File: config.mk
export PLATFORM = sky130hd
export DESIGN_NAME = brecv_mcp_fsm
export DESIGN_NICKNAME = d
export VERILOG_FILES = /design/src/rtl/brecv_mcp_fsm.sv
export SDC_FILE = /design/constraint.sdc
export NUM_CORES = 1
export LEC_CHECK = 0
export BUFFER_PORTS_ARGS = -buffer_cell sky130_fd_sc_hd__clkbuf_2
export CAP_MARGIN = 20
export CORE_MARGIN = 3
export CORE_UTILIZATION = 23
export DETAILED_ROUTE_END_ITERATION = 7
export GPL_ROUTABILITY_DRIVEN = 0
export GPL_TIMING_DRIVEN = 0
export SLEW_MARGIN = 20
export SYNTH_ARGS = -nofsm -noshare
export SYNTH_HDL_FRONTEND = slang
export SYNTH_SLANG_ARGS = --single-unit
File: constraint.sdc
create_clock -name bclk -period 1.2 [get_ports bclk]
set_input_delay 0.06 -clock bclk [delete_from_list [all_inputs] [get_ports bclk]]
set_output_delay 0.06 -clock bclk [all_outputs]
set_load 0.02 [all_outputs]
File: src/rtl/brecv_mcp_fsm.sv
// Purpose: B-domain receive end of an MCP CDC handshake; captures the held A-side word and acks it with a toggle.
// Latency: an aen_tog change first sampled at edge N shows bvalid=1 and bdata after edge N+SYNC_STAGES.
// Backpressure: a word is held in bdata with bvalid=1 until bload; the A side must wait for back_tog before sending again.
module brecv_mcp_fsm #(
  parameter int WIDTH       = 8,
  parameter int SYNC_STAGES = 2   // legal range 2..4
) (
  input  logic             bclk,
  input  logic             brst,
  input  logic [WIDTH-1:0] adata,
  input  logic             aen_tog,
  input  logic             bload,
  output logic [WIDTH-1:0] bdata,
  output logic             bvalid,
  output logic             back_tog,
  output logic             berr
);

  typedef enum logic {
    WAIT  = 1'b0,
    READY = 1'b1
  } state_t;

  state_t                 state;
  logic [SYNC_STAGES-1:0] sync;
  logic                   prev;
  logic                   bpulse;

  // Synchronizer chain on the request toggle plus the edge-detect history flop.
  // Reset value 0 matches the A-side toggle reset, so reset release never fakes a request.
  always_ff @(posedge bclk) begin
    if (brst) begin
      sync <= '0;
      prev <= 1'b0;
    end else begin
      sync <= {sync[SYNC_STAGES-2:0], aen_tog};
      prev <= sync[SYNC_STAGES-1];
    end
  end

  // One-cycle pulse for every level change of the synchronized toggle.
  assign bpulse = sync[SYNC_STAGES-1] ^ prev;

  // Handshake FSM with registered data, ack toggle and sticky error.
  // adata is never synchronized: it is only sampled on the pulse edge, when the
  // sender guarantees it has been stable for the whole synchronizer latency.
  always_ff @(posedge bclk) begin
    if (brst) begin
      state    <= WAIT;
      bdata    <= '0;
      back_tog <= 1'b0;
      berr     <= 1'b0;
    end else begin
      case (state)
        WAIT: begin
          // bload has no meaning without a held word, so it is ignored here.
          if (bpulse) begin
            bdata <= adata;
            state <= READY;
          end
        end
        READY: begin
          // A new request before the ack is an overrun: flag it and drop the
          // new word so the unaccepted one in bdata is not corrupted.
          if (bpulse) begin
            berr <= 1'b1;
          end
          if (bload) begin
            state    <= WAIT;
            back_tog <= ~back_tog;
          end
        end
        default: begin
          state <= WAIT;
        end
      endcase
    end
  end

  // Valid is a pure decode of the state register, so bload never reaches an output combinationally.
  assign bvalid = (state == READY);

endmodule
# Yosys cells after proc, flatten, opt, wreduce, memory -nomap -nowiden
# Index checks and enable logic that the tools add are counted.
classes:
  muxes: 3
  bitwise: 3
  reduce_logical: 3
op_table:
  columns: ["op", "count"]
  rows:
  - ["2-bit AND reduction", 3]
  - ["1-bit 2-to-1 mux", 2]
  - ["1-bit inverter", 2]
  - ["1-bit one-hot mux with 2 select lines", 1]
  - ["1-bit XOR", 1]
totals:
  ff_bits: 14
  input_bits: 12
  out_inout_bits: 11
  elab_cells: 15

# Longest topological paths before layout
logic_depth:
  depth_word: 3
  depth_mapped: 4
  ltp_nobuf: 3

# Worst setup path after synthesis
# Ideal clock, no wire load.
synth_path:
  path_kind: "register to register"
  start: "register state (netlist: bvalid)"
  end: "register bdata[0]"
  setup_time_ns: 0.119
  arrival_ns: 0.940
  required_time_ns: 1.081
  slack_ns: 0.141
  path_stages_with_launch: 4
  path_buffers: 1
  synth_period_minus_slack_ns: 1.059
  cell_sequence: "dfxtp_1 -> and2b_1 -> buf_6 -> mux2i_1"
synth_between:
  elab_chain_cells: 2
synth_lines:
  columns: ["element", "line", "source"]
  rows:
  - ["start, declared", "24", "state_t state;"]
  - ["start signal, assigned", "49", "state <= WAIT;"]
  - ["start signal, assigned", "59", "state <= READY;"]
  - ["start signal, assigned", "69", "state <= WAIT;"]
  - ["1-bit inverter", null, null]
  - ["2-bit AND reduction (no line)", null, null]
  - ["end signal, assigned", "58", "bdata <= adata;"]
  - ["end, declared", "13", "output logic [WIDTH-1:0] bdata,"]
# Every way passes these cells.
# A chain may end at the register's enable or synchronous reset.

# Worst setup path in the final report
layout_path:
  start: "register sync[1]"
  end: "register bdata[5]"
layout_between:
  elab_chain_cells: 2
layout_lines:
  columns: ["element", "line", "source"]
  rows:
  - ["start, declared", "25", "logic [SYNC_STAGES-1:0] sync;"]
  - ["start signal, assigned", "36", "sync <= {sync[SYNC_STAGES-2:0], aen_tog};"]
  - ["1-bit XOR", "42", "assign bpulse = sync[SYNC_STAGES-1] ^ prev;"]
  - ["2-bit AND reduction (no line)", null, null]
# Every way passes these cells.

==> results.toml <==
[global_route]
gr-total-overflow = 0
grt_pass1_vias = 347
use_met1 = 0.09400
grt_max_degree = 11
antenna_found_initial = 0
top_usage_layer = "met2"
globalRouteMet2Util = 0.1004
use_met3 = 0.03217
grt_pass1_wl_um = 1504
grt.total_usage = 0.07083

[cells_and_area]
final_layout_size_suffix_gt1_frac = 0.3780
layout_commonest_cell = "clkbuf_2"
final_util = 0.3430
final_cell_mix = "22 x clkbuf_2, 16 x nand2b_1, 14 x dfxtp_1"
insertedDiodeCount = 0
areaGrowthSynthToFinish_pct = 39.82
fin_nets = 95
n_fill_cell = 256

[logic_synthesis]
syn_inst = 53
yosys.area_share.adder = 0
synth_area_leaders = "dfxtp_1 51%, nand2b_1 18%, mux2i_1 14%, xor2_1 3.2%, nor2b_1 2.3%"
synth_top_area_cell = "dfxtp_1"
synth-seq-cells = 14
synthesis.nets = 65
yosysWarnings = 0
synthXorXnorAreaFrac = 0.03167
yosysTopAreaCellShare = 0.5068
yosysUniqueCellTypes = 13
synth_mux_area_frac = 0.1448
yosysSeqAreaShare = 0.5068
syn_area_um2 = 553.0
synth_top_family_by_area = "simple AND/OR/NAND/NOR gates"
avgSynthCellArea_um2 = 10.43
synth_compound_area_frac = 0.02262
synth-simple-area-share = 0.2602

[routing]
totalWireLength_um = 1021
firstDrtPassIters = 2
viasPerCell = 3.918
vias = 431
avgRoutedWirePerCell_um = 9.282
drtIter0Drc = 7
drc_errors = 0
ant_nets = 0

[cts]
cts_root_buffer = "clkbuf_4"
cts.path.max_buffers = 2
numClockSinks = 14
cts_tree = "built"
clk_pin_slew_ns = 0.09
cts_buffers = 3
cts_htree_levels = 1
clk_latency_ns = 0.27

[sta]
min_period_over_period = 0.9289
setup_viol = 0
relSlewSlack = 0.7155
fmax_mhz = 897.1
worst_pin_slew_ns = 0.4268
clock-skew-final_ns = 0.003744
rsz0062_at_grt = "false"
finalCriticalPeriod_ns = 1.115
hold_viol_final = 0
layout_setup_ws_ns = 0.08529
tns_ns = 0
drv_slew = 0

[flow_run]
maxCapViolations = 0

[worst_setup_path]
path_cells = "xor2_2 -> and2b_1 -> buf_6 -> mux2i_2"
worstRegToRegCells = 4
startpoint_type = "flip-flop"
critical_path.top_delay_family = "flip-flops"
crit_type = "flip-flop to flip-flop"
required_ns = 1.40
endpoint = "bdata[5]"
worst-path-buf-inv = 1
crit_start = "sync[1]"
crit_arrival_ns = 1.32
critPathMaxStageDelay_ns = 0.37
endpoint_kind = "flip-flop"
regToRegSetupSlack_ns = 0.09
reg2reg_from = "sync[1]"
worstPathMaxFanout = 8
cpMaxStageDelayCell = "dfxtp_1"
r2r-end = "bdata[5]"
crit_cells = 4

[power_and_ir_drop]
switchingPower_w = 0.0002320
p_sw_frac = 0.2381
internal-power_w = 0.0007425
clkPwrFrac = 0.341
irDropWorstVdd_mv = 0.6830
combPwrFrac = 0.144
p_leak_nw = 0.3420
seq_power_share = 0.515
power_density_nw_per_um2 = 1260

[placed_design]
place.port_buffers = 22
pre_cts_slack_ns = 0.04324

[die]
dieArea_um2 = 3029
num_io_pins = 23
die_w_um = 55.04
initial_core_util = 0.2453
core_area_um2 = 2255
die_h_um = 55.04
row_count = 17

[worst_hold_path]
hp-class = "input pin to flip-flop"

[run_status]
outcome = "completed"
[Yosys cell counts (all sizes together)]
master / instances
xor2: 2
mux2i: 8
clkbuf: 2
and2b: 1
nor2: 3
buf: 1
nand2b: 16
dfxtp: 14
a21oi: 1
nor2b: 3
a211oi: 1
nand2: 1
[per-layer routing]
layer / vias up / share of wire
met5: - / 0
met4: 0 / 0
met3: 0 / 0.052
met2: 12 / 0.52
met1: 192 / 0.43
li1: 227 / -
[how the worst min path moves through the flow]
| stage | start | end | slack (ns) | cells after the start |
|---|---|---|---|---|
| detailed placement | bload | bvalid | 0.27 | 2 |
| global placement | bload | bvalid | 0.27 | 2 |
| finish | adata[6] | bdata[6] | 0.02 | 3 |
| floorplan | bload | bvalid | 0.16 | 1 |
| global route | adata[6] | bdata[6] | 0.01 | 3 |
| CTS | adata[6] | bdata[6] | 0.007 | 3 |
[sequential cells by signal (all words and copies together) (netlist names)]
register and flops:
bdata 8, sync 2, back_tog 1, berr 1, bvalid 1, prev 1
[stage by stage]
step | cell area [µm²] | total power (W) | cells | hold slack (ns)
detailed placement | 698.2 | 0.0006439 | 103 | 0.2701
global route | 773.2 | 0.001030 | 110 | 0.01451
global placement | 698.2 | 0.0006410 | 103 | 0.2675
floorplan | 553.0 | 0.0005952 | 53 | 0.1590
finish | 773.2 | 0.0009745 | 110 | 0.01551
CTS | 754.5 | 0.0009884 | 109 | 0.006893
[cell type report]
type	count	area (µm²)	share of cell area
plain buffers	3	18.77	0.02427
clock buffers	4	36.28	0.04693
well taps	28	35.03	0.04531
multi-input cells	36	265.3	0.3430
repair buffers	25	137.6	0.1780
flip-flops and latches	14	280.3	0.3625
[cells by family (layout without fill, tap and decap cells)]
| group | Yosys count | count (layout) |
|---|---|---|
| simple gates | 24 | 24 |
| mux | 8 | 8 |
| flops | 14 | 14 |
| xor+xnor | 2 | 2 |
| buf+inv | 3 | 32 |
| compound gates | 2 | 2 |
[power groups by stage]
| stage | combinational [W] | sequential [W] | clock [W] |
|---|---|---|---|
| global placement | 0.000130 | 0.000511 | 0 |
| floorplan | 0.0000608 | 0.000534 | 0 |
| detailed placement | 0.000131 | 0.000512 | 0 |
| CTS | 0.000137 | 0.000502 | 0.000350 |
| finish | 0.000141 | 0.000502 | 0.000332 |
| global route | 0.000155 | 0.000505 | 0.000370 |
[worst reg2reg max path, cell delays in order, from the launching register on]
cell and delay (ns):
dfxtp_1 0.37, xor2_2 0.15, and2b_1 0.15, buf_6 0.15
mux2i_2 0.22
[repair_timing]
| item | CTS | global route |
|---|---|---|
| setup buffers | 0 | 1 |
| endpoints found under the hold margin | 2 | 0 |
| hold buffers | 2 | 0 |
| endpoints found under the setup margin | 0 | 8 |
| resized for setup | 0 | 2 |
No activity file was read; power rests on OpenSTA's default activity.
